### src/rtl/pipe_pkg.sv
// Shared PIPE encodings: power states, the RxStatus receiver-detected code
// and the power/detect sequencer FSM states.
package pipe_pkg;

    localparam int unsigned PD_W = 2;
    localparam int unsigned RX_W = 3;

    typedef enum logic [PD_W-1:0] {
        PD_P0  = 2'd0,
        PD_P0S = 2'd1,
        PD_P1  = 2'd2,
        PD_P2  = 2'd3
    } pd_state_e;

    localparam logic [RX_W-1:0] RXSTAT_DETECTED = 3'b011;

    typedef enum logic [1:0] {
        ST_IDLE     = 2'd0,
        ST_PD_WAIT  = 2'd1,
        ST_DET_WAIT = 2'd2
    } fsm_state_e;

endpackage

### src/rtl/pipe_lane_status_collector.sv
// Accumulates per-lane PhyStatus (seen) and receiver-detected results;
// only the first strobe of each lane counts until the masks are cleared.
module pipe_lane_status_collector
    import pipe_pkg::*;
#(
    parameter int unsigned NUM_LANES = 4
) (
    input  logic                      pclk,
    input  logic                      reset,
    input  logic                      clear,
    input  logic                      enable,
    input  logic [NUM_LANES-1:0]      PhyStatus,
    input  logic [RX_W*NUM_LANES-1:0] RxStatus,
    output logic [NUM_LANES-1:0]      seen,
    output logic [NUM_LANES-1:0]      detected,
    output logic                      all_seen
);

    logic [NUM_LANES-1:0] r_seen;
    logic [NUM_LANES-1:0] r_det;
    logic [NUM_LANES-1:0] w_first;
    logic [NUM_LANES-1:0] w_hit;

    // seen/detected include this cycle's strobes so completion is same-cycle
    always_comb begin
        w_hit   = '0;
        w_first = enable ? (PhyStatus & ~r_seen) : '0;
        for (int i = 0; i < int'(NUM_LANES); i++) begin
            w_hit[i] = (RxStatus[RX_W*i +: RX_W] == RXSTAT_DETECTED);
        end
        seen     = r_seen | w_first;
        detected = r_det | (w_first & w_hit);
        all_seen = &seen;
    end

    always_ff @(posedge pclk) begin
        if (reset || clear) begin
            r_seen <= '0;
            r_det  <= '0;
        end else if (enable) begin
            r_seen <= seen;
            r_det  <= detected;
        end
    end

endmodule

### src/rtl/pipe_power_detect_sequencer.sv
// PIPE power-state change and receiver-detect sequencer: drives PowerDown /
// TxDetectRx_Loopback and waits for PhyStatus on every lane with a timeout.
module pipe_power_detect_sequencer
    import pipe_pkg::*;
#(
    parameter int unsigned NUM_LANES      = 4,
    parameter int unsigned TIMEOUT_CYCLES = 1000
) (
    input  logic                      pclk,
    input  logic                      reset,
    input  logic                      pd_req,
    input  logic [PD_W-1:0]           pd_target,
    input  logic                      det_req,
    input  logic [NUM_LANES-1:0]      PhyStatus,
    input  logic [RX_W*NUM_LANES-1:0] RxStatus,
    output logic [3:0]                PowerDown,
    output logic                      TxDetectRx_Loopback,
    output logic                      TxElecIdle,
    output logic                      busy,
    output logic                      pd_done,
    output logic                      det_done,
    output logic                      timeout_err,
    output logic                      req_err,
    output logic [NUM_LANES-1:0]      det_lanes
);

    localparam int unsigned CNT_W = (TIMEOUT_CYCLES > 2) ? $clog2(TIMEOUT_CYCLES) : 1;
    localparam logic [CNT_W-1:0] CNT_LAST = CNT_W'(TIMEOUT_CYCLES - 1);

    fsm_state_e           r_state;
    pd_state_e            r_pd;
    logic [CNT_W-1:0]     r_cnt;
    logic                 r_txdet;
    logic                 r_elecidle;
    logic                 r_busy;
    logic                 r_pd_done;
    logic                 r_det_done;
    logic                 r_timeout;
    logic                 r_req_err;
    logic [NUM_LANES-1:0] r_det_lanes;

    logic                 w_clear;
    logic                 w_enable;
    logic [NUM_LANES-1:0] w_seen;
    logic [NUM_LANES-1:0] w_detected;
    logic                 w_all_seen;
    pd_state_e            w_target;

    assign w_clear  = (r_state == ST_IDLE);
    assign w_enable = (r_state != ST_IDLE);
    assign w_target = pd_state_e'(pd_target);

    pipe_lane_status_collector #(
        .NUM_LANES (NUM_LANES)
    ) u_collector (
        .pclk      (pclk),
        .reset     (reset),
        .clear     (w_clear),
        .enable    (w_enable),
        .PhyStatus (PhyStatus),
        .RxStatus  (RxStatus),
        .seen      (w_seen),
        .detected  (w_detected),
        .all_seen  (w_all_seen)
    );

    always_ff @(posedge pclk) begin
        if (reset) begin
            r_state     <= ST_IDLE;
            r_pd        <= PD_P1;
            r_cnt       <= '0;
            r_txdet     <= 1'b0;
            r_elecidle  <= 1'b1;
            r_busy      <= 1'b0;
            r_pd_done   <= 1'b0;
            r_det_done  <= 1'b0;
            r_timeout   <= 1'b0;
            r_req_err   <= 1'b0;
            r_det_lanes <= '0;
        end else begin
            r_pd_done  <= 1'b0;
            r_det_done <= 1'b0;
            r_timeout  <= 1'b0;
            r_req_err  <= 1'b0;
            case (r_state)
                ST_IDLE: begin
                    r_cnt <= '0;
                    // pd_req has priority; a concurrent det_req is dropped
                    if (pd_req) begin
                        if (w_target != r_pd) begin
                            r_pd       <= w_target;
                            r_elecidle <= (w_target != PD_P0);
                            r_state    <= ST_PD_WAIT;
                            r_busy     <= 1'b1;
                        end else begin
                            r_pd_done <= 1'b1;
                        end
                    end else if (det_req) begin
                        if (r_pd == PD_P1) begin
                            r_txdet <= 1'b1;
                            r_state <= ST_DET_WAIT;
                            r_busy  <= 1'b1;
                        end else begin
                            r_req_err <= 1'b1;
                        end
                    end
                end
                ST_PD_WAIT: begin
                    if (w_all_seen) begin
                        r_pd_done <= 1'b1;
                        r_state   <= ST_IDLE;
                        r_busy    <= 1'b0;
                    end else if (r_cnt == CNT_LAST) begin
                        r_timeout <= 1'b1;
                        r_state   <= ST_IDLE;
                        r_busy    <= 1'b0;
                    end else begin
                        r_cnt <= r_cnt + CNT_W'(1);
                    end
                end
                ST_DET_WAIT: begin
                    // completion outranks a timeout landing on the same cycle
                    if (w_all_seen) begin
                        r_txdet     <= 1'b0;
                        r_det_lanes <= w_detected & w_seen;
                        r_det_done  <= 1'b1;
                        r_state     <= ST_IDLE;
                        r_busy      <= 1'b0;
                    end else if (r_cnt == CNT_LAST) begin
                        r_txdet     <= 1'b0;
                        r_det_lanes <= w_detected & w_seen;
                        r_timeout   <= 1'b1;
                        r_state     <= ST_IDLE;
                        r_busy      <= 1'b0;
                    end else begin
                        r_cnt <= r_cnt + CNT_W'(1);
                    end
                end
                default: begin
                    r_state <= ST_IDLE;
                    r_busy  <= 1'b0;
                    r_txdet <= 1'b0;
                end
            endcase
        end
    end

    assign PowerDown           = {2'b00, r_pd};
    assign TxDetectRx_Loopback = r_txdet;
    assign TxElecIdle          = r_elecidle;
    assign busy                = r_busy;
    assign pd_done             = r_pd_done;
    assign det_done            = r_det_done;
    assign timeout_err         = r_timeout;
    assign req_err             = r_req_err;
    assign det_lanes           = r_det_lanes;

endmodule

### config.mk
export PLATFORM = sky130hd
export DESIGN_NAME = pipe_power_detect_sequencer
export DESIGN_NICKNAME = d
export VERILOG_FILES = /design/src/rtl/pipe_pkg.sv /design/src/rtl/pipe_lane_status_collector.sv /design/src/rtl/pipe_power_detect_sequencer.sv
export SDC_FILE = /design/constraint.sdc
export NUM_CORES = 1
export LEC_CHECK = 0
export ABC_AREA = 1
export BUFFER_PORTS_ARGS = -buffer_cell sky130_fd_sc_hd__buf_2
export CAP_MARGIN = 30
export CORE_MARGIN = 2
export CORE_UTILIZATION = 54
export CTS_CLUSTER_SIZE = 14
export DETAILED_ROUTE_END_ITERATION = 6
export PLACE_DENSITY_LB_ADDON = 0.15
export SLEW_MARGIN = 0
export SYNTH_ARGS = -nofsm -noshare
export SYNTH_HDL_FRONTEND = slang
export SYNTH_SLANG_ARGS = --single-unit
### constraint.sdc
create_clock -name pclk -period 2.1 [get_ports pclk]
set_clock_uncertainty 0.1 [all_clocks]
set_input_delay 0.21 -clock pclk [delete_from_list [all_inputs] [get_ports pclk]]
set_output_delay 0.21 -clock pclk [all_outputs]
set_load 0.05 [all_outputs]
==> flow_metrics.env <==
export IMPL_cts_tree="built"
export IMPL_whs_path_depth=3
export IMPL_pwr_density_cell_mw_per_mm2=1048
export IMPL_dieArea_mm2=0.003919
export IMPL_path_class="flip-flop to flip-flop"
export IMPL_cp_required_ns=2.24
export IMPL_die_w_um=62.60
export IMPL_drive_gt1_share_pct=21.50
export IMPL_grt_met1_usage_pct=26.95
export IMPL_power_frac_seq_pct=34.8
export IMPL_r2r_end="det_lanes[2]"
export IMPL_pwr_share_comb_pct=49.7
export IMPL_p_sw_share_pct=46.91
export IMPL_place_ws_ns=0.1938
export IMPL_rsz0062_at_grt="false"
export IMPL_cp_max_fo=6
export IMPL_cp_start_kind="flip-flop"
export IMPL_setup_slack_ns=0.2686
export IMPL_grt_overflow=0
export IMPL_hpwlAfterDp_mm=3.037
export IMPL_wire_per_inst_um=11.07
export IMPL_ys_types=33
export IMPL_post_route_drc_count=0
export IMPL_routabilityCongestion=0.9023
export IMPL_r2r_start="r_state[0]"
export IMPL_p_int_mw=1.172
export IMPL_final_cells=353
export IMPL_hp_start="pd_target[0]"
export IMPL_finalInstanceArea_mm2=0.002106
export IMPL_io_buffers=34
export IMPL_drt_total_wl_mm=3.907
export IMPL_core_mm2=0.003311
export IMPL_met3_usage_pct=5.946
export IMPL_antenna_cells=0
export IMPL_synth_area_mm2=0.001854
export IMPL_avgSynthCellArea_um2=6.893
export IMPL_fin_crit_ns=1.831
export IMPL_ys_warn_count=0
export IMPL_ant_nets=0
export IMPL_power_total_mw=2.207
export IMPL_post_drt_via_cell_ratio=4.977
export IMPL_seq_area_frac_synth_pct=35.63
export IMPL_cts_sinks=33
export IMPL_final_cell_mix="63 x nand2_1, 36 x inv_1, 36 x nor2_1"
export IMPL_synth_cells=269
export IMPL_vias=1757
export IMPL_nets=334
export IMPL_end_kind="flip-flop"
export IMPL_use_met2_pct=37.77
export IMPL_clock_latency_ns=0.33
export IMPL_die_h_um=62.60
export IMPL_cts_max_level=2
export IMPL_grt_pass1_wl_mm=6.913
export IMPL_r2r_cells=10
export IMPL_clk_root_buffer_cell="clkbuf_4"
export IMPL_clock_path_buffers=2
export IMPL_initialDrtViolationCount=93
export IMPL_clk_pin_slew_ns=0.10
export IMPL_min_path_type="input pin to flip-flop"
export IMPL_placed_cells=345
export IMPL_setup_tns_ns=0
export IMPL_slew_viol_final=0
export IMPL_ctsHoldBuffers=0
export IMPL_period_share_pct=87.21
export IMPL_fmax_ghz=0.5460
export IMPL_grt_most_used_layer="met2"
export IMPL_ys_ff_latch=33
export IMPL_first_global_vias=1612
export IMPL_num_rows=21
export IMPL_start_util_pct=56.01
export IMPL_antenna_found_initial=0
export IMPL_rrSetupSlack_ns=0.27
export IMPL_switchingPower_mw=1.035
export IMPL_hold_end="TxElecIdle"
export IMPL_finalHoldViolCount=0
export IMPL_cts_inserted_buffers=5
export IMPL_track_usage_pct=22.15
export IMPL_areaGrowthSynthToFinish_pct=13.56
export IMPL_ir_drop_mv=0.9205
export IMPL_final_util_pct=63.61
export IMPL_status="complete, no violations"
export IMPL_netlist_area_leader_share_pct=35.63
export IMPL_power_share_clock_pct=15.5
export IMPL_fill_cells=330
export IMPL_leakage_nw=1.010
export IMPL_final_common_cell="nand2_1"
export IMPL_worstPathArrival_ns=1.97
export IMPL_setup_viol=0
export IMPL_grt_max_degree=15
export IMPL_drv_cap=0
export IMPL_synth_largest_area_cell="dfxtp_1"
export IMPL_dr_pass1_iters=4
export IMPL_io_pins=37
export IMPL_whs_ns=0.02716
export IMPL_synthTopCellsByArea="dfxtp_1 36%, nand2_1 13%, inv_1 7.3%"
export IMPL_dpl_cell_area_mm2=0.002054
==> synthesized netlist by cell type <==
cell type,count
buf_6,1
o21bai_1,4
xnor2_1,2
nor4_1,2
a211oi_1,1
buf_2,1
nand3_2,2
o211ai_1,2
nand2_1,63
clkinv_1,1
nand4_1,10
nor3_2,1
nor2_4,3
dfxtp_1,33
a21oi_1,8
nand3_1,22
buf_4,2
nand4_2,1
nor2_2,3
o21ai_1,4
nand2_2,4
conb_1,1
a21oi_2,6
nand3_4,1
clkbuf_1,2
inv_4,1
nor3_1,4
nand2_4,1
nor2_1,36
inv_2,2
inv_1,36
ha_1,6
o21ai_0,3
==> worst max-delay path, stage by stage (launching register included) <==
cell     delay [ns]
dfxtp_1        0.39
inv_1          0.10
ha_1           0.27
inv_2          0.13
a21oi_2        0.09
nor2_2         0.14
nand2_1        0.10
nand2_2        0.14
nand2_2        0.10
o21ai_1        0.13
nor2_1         0.05
==> worst max-delay path by stage <==
stage / from / endpoint / slack [ns] / depth (start not counted)
5_1_grt: r_state[0] / r_state[1] / 0.09 / 10
6_report: r_state[0] / det_lanes[2] / 0.27 / 10
4_1_cts: r_state[0] / det_lanes[0] / 0.15 / 10
3_5_place_dp: r_state[0] / det_lanes[0] / 0.19 / 10
3_3_place_gp: r_state[0] / r_state[0] / 0.24 / 10
2_1_floorplan: r_state[0] / busy / 0.40 / 11
==> cell type report <==
cell class | instances | area, um2 | share of cell area, %
Clock buffer | 8 | 48.80 | 2.317
Inverter | 40 | 152.6 | 7.249
Multi-Input combinational cell | 191 | 1008 | 47.89
Sequential cell | 33 | 660.6 | 31.37
Tap cell | 46 | 57.56 | 2.733
Timing Repair Buffer | 35 | 177.7 | 8.437
==> state kept, by name, summed over array words and instances, names as in the netlist <==
signal	cells
req_err	1
pd_done	1
busy	1
det_done	1
TxElecIdle	1
u_collector.r_seen	4
TxDetectRx_Loopback	1
r_pd	2
u_collector.r_det	4
r_state	2
det_lanes	4
r_cnt	10
timeout_err	1
==> layer usage <==
layer / vias up / wire, um
li1: 929 / -
met1: 792 / 1819
met2: 30 / 1875
met3: 6 / 155
met4: 0 / 57
met5: - / 0
==> power groups by stage <==
| stage | clock network (mW) | registers (mW) | logic, mW |
|---|---|---|---|
| 2_1_floorplan | 0 | 0.895 | 0.773 |
| 3_3_place_gp | 0 | 0.781 | 1.06 |
| 3_5_place_dp | 0 | 0.782 | 1.08 |
| 4_1_cts | 0.355 | 0.769 | 1.09 |
| 5_1_grt | 0.390 | 0.782 | 1.24 |
| 6_report | 0.342 | 0.769 | 1.10 |
==> what timing repair did <==
action / CTS / global route
setup buffers: 0 / 0
resized for setup: 0 / 1
endpoints found under the setup margin: 0 / 14
==> cell families after synthesis <==
kind of cell,Yosys count,synth area share [%]
flip-flops,33,35.63
buffers and inverters,46,10.32
other,1,0.2022
XOR/XNOR,2,0.9448
AO/OA/AOI/OAI,28,9.716
AND/OR/NAND/NOR,153,39.14
adder cells (fa/ha/maj),6,4.048
Power figures use the tool's default switching activity.
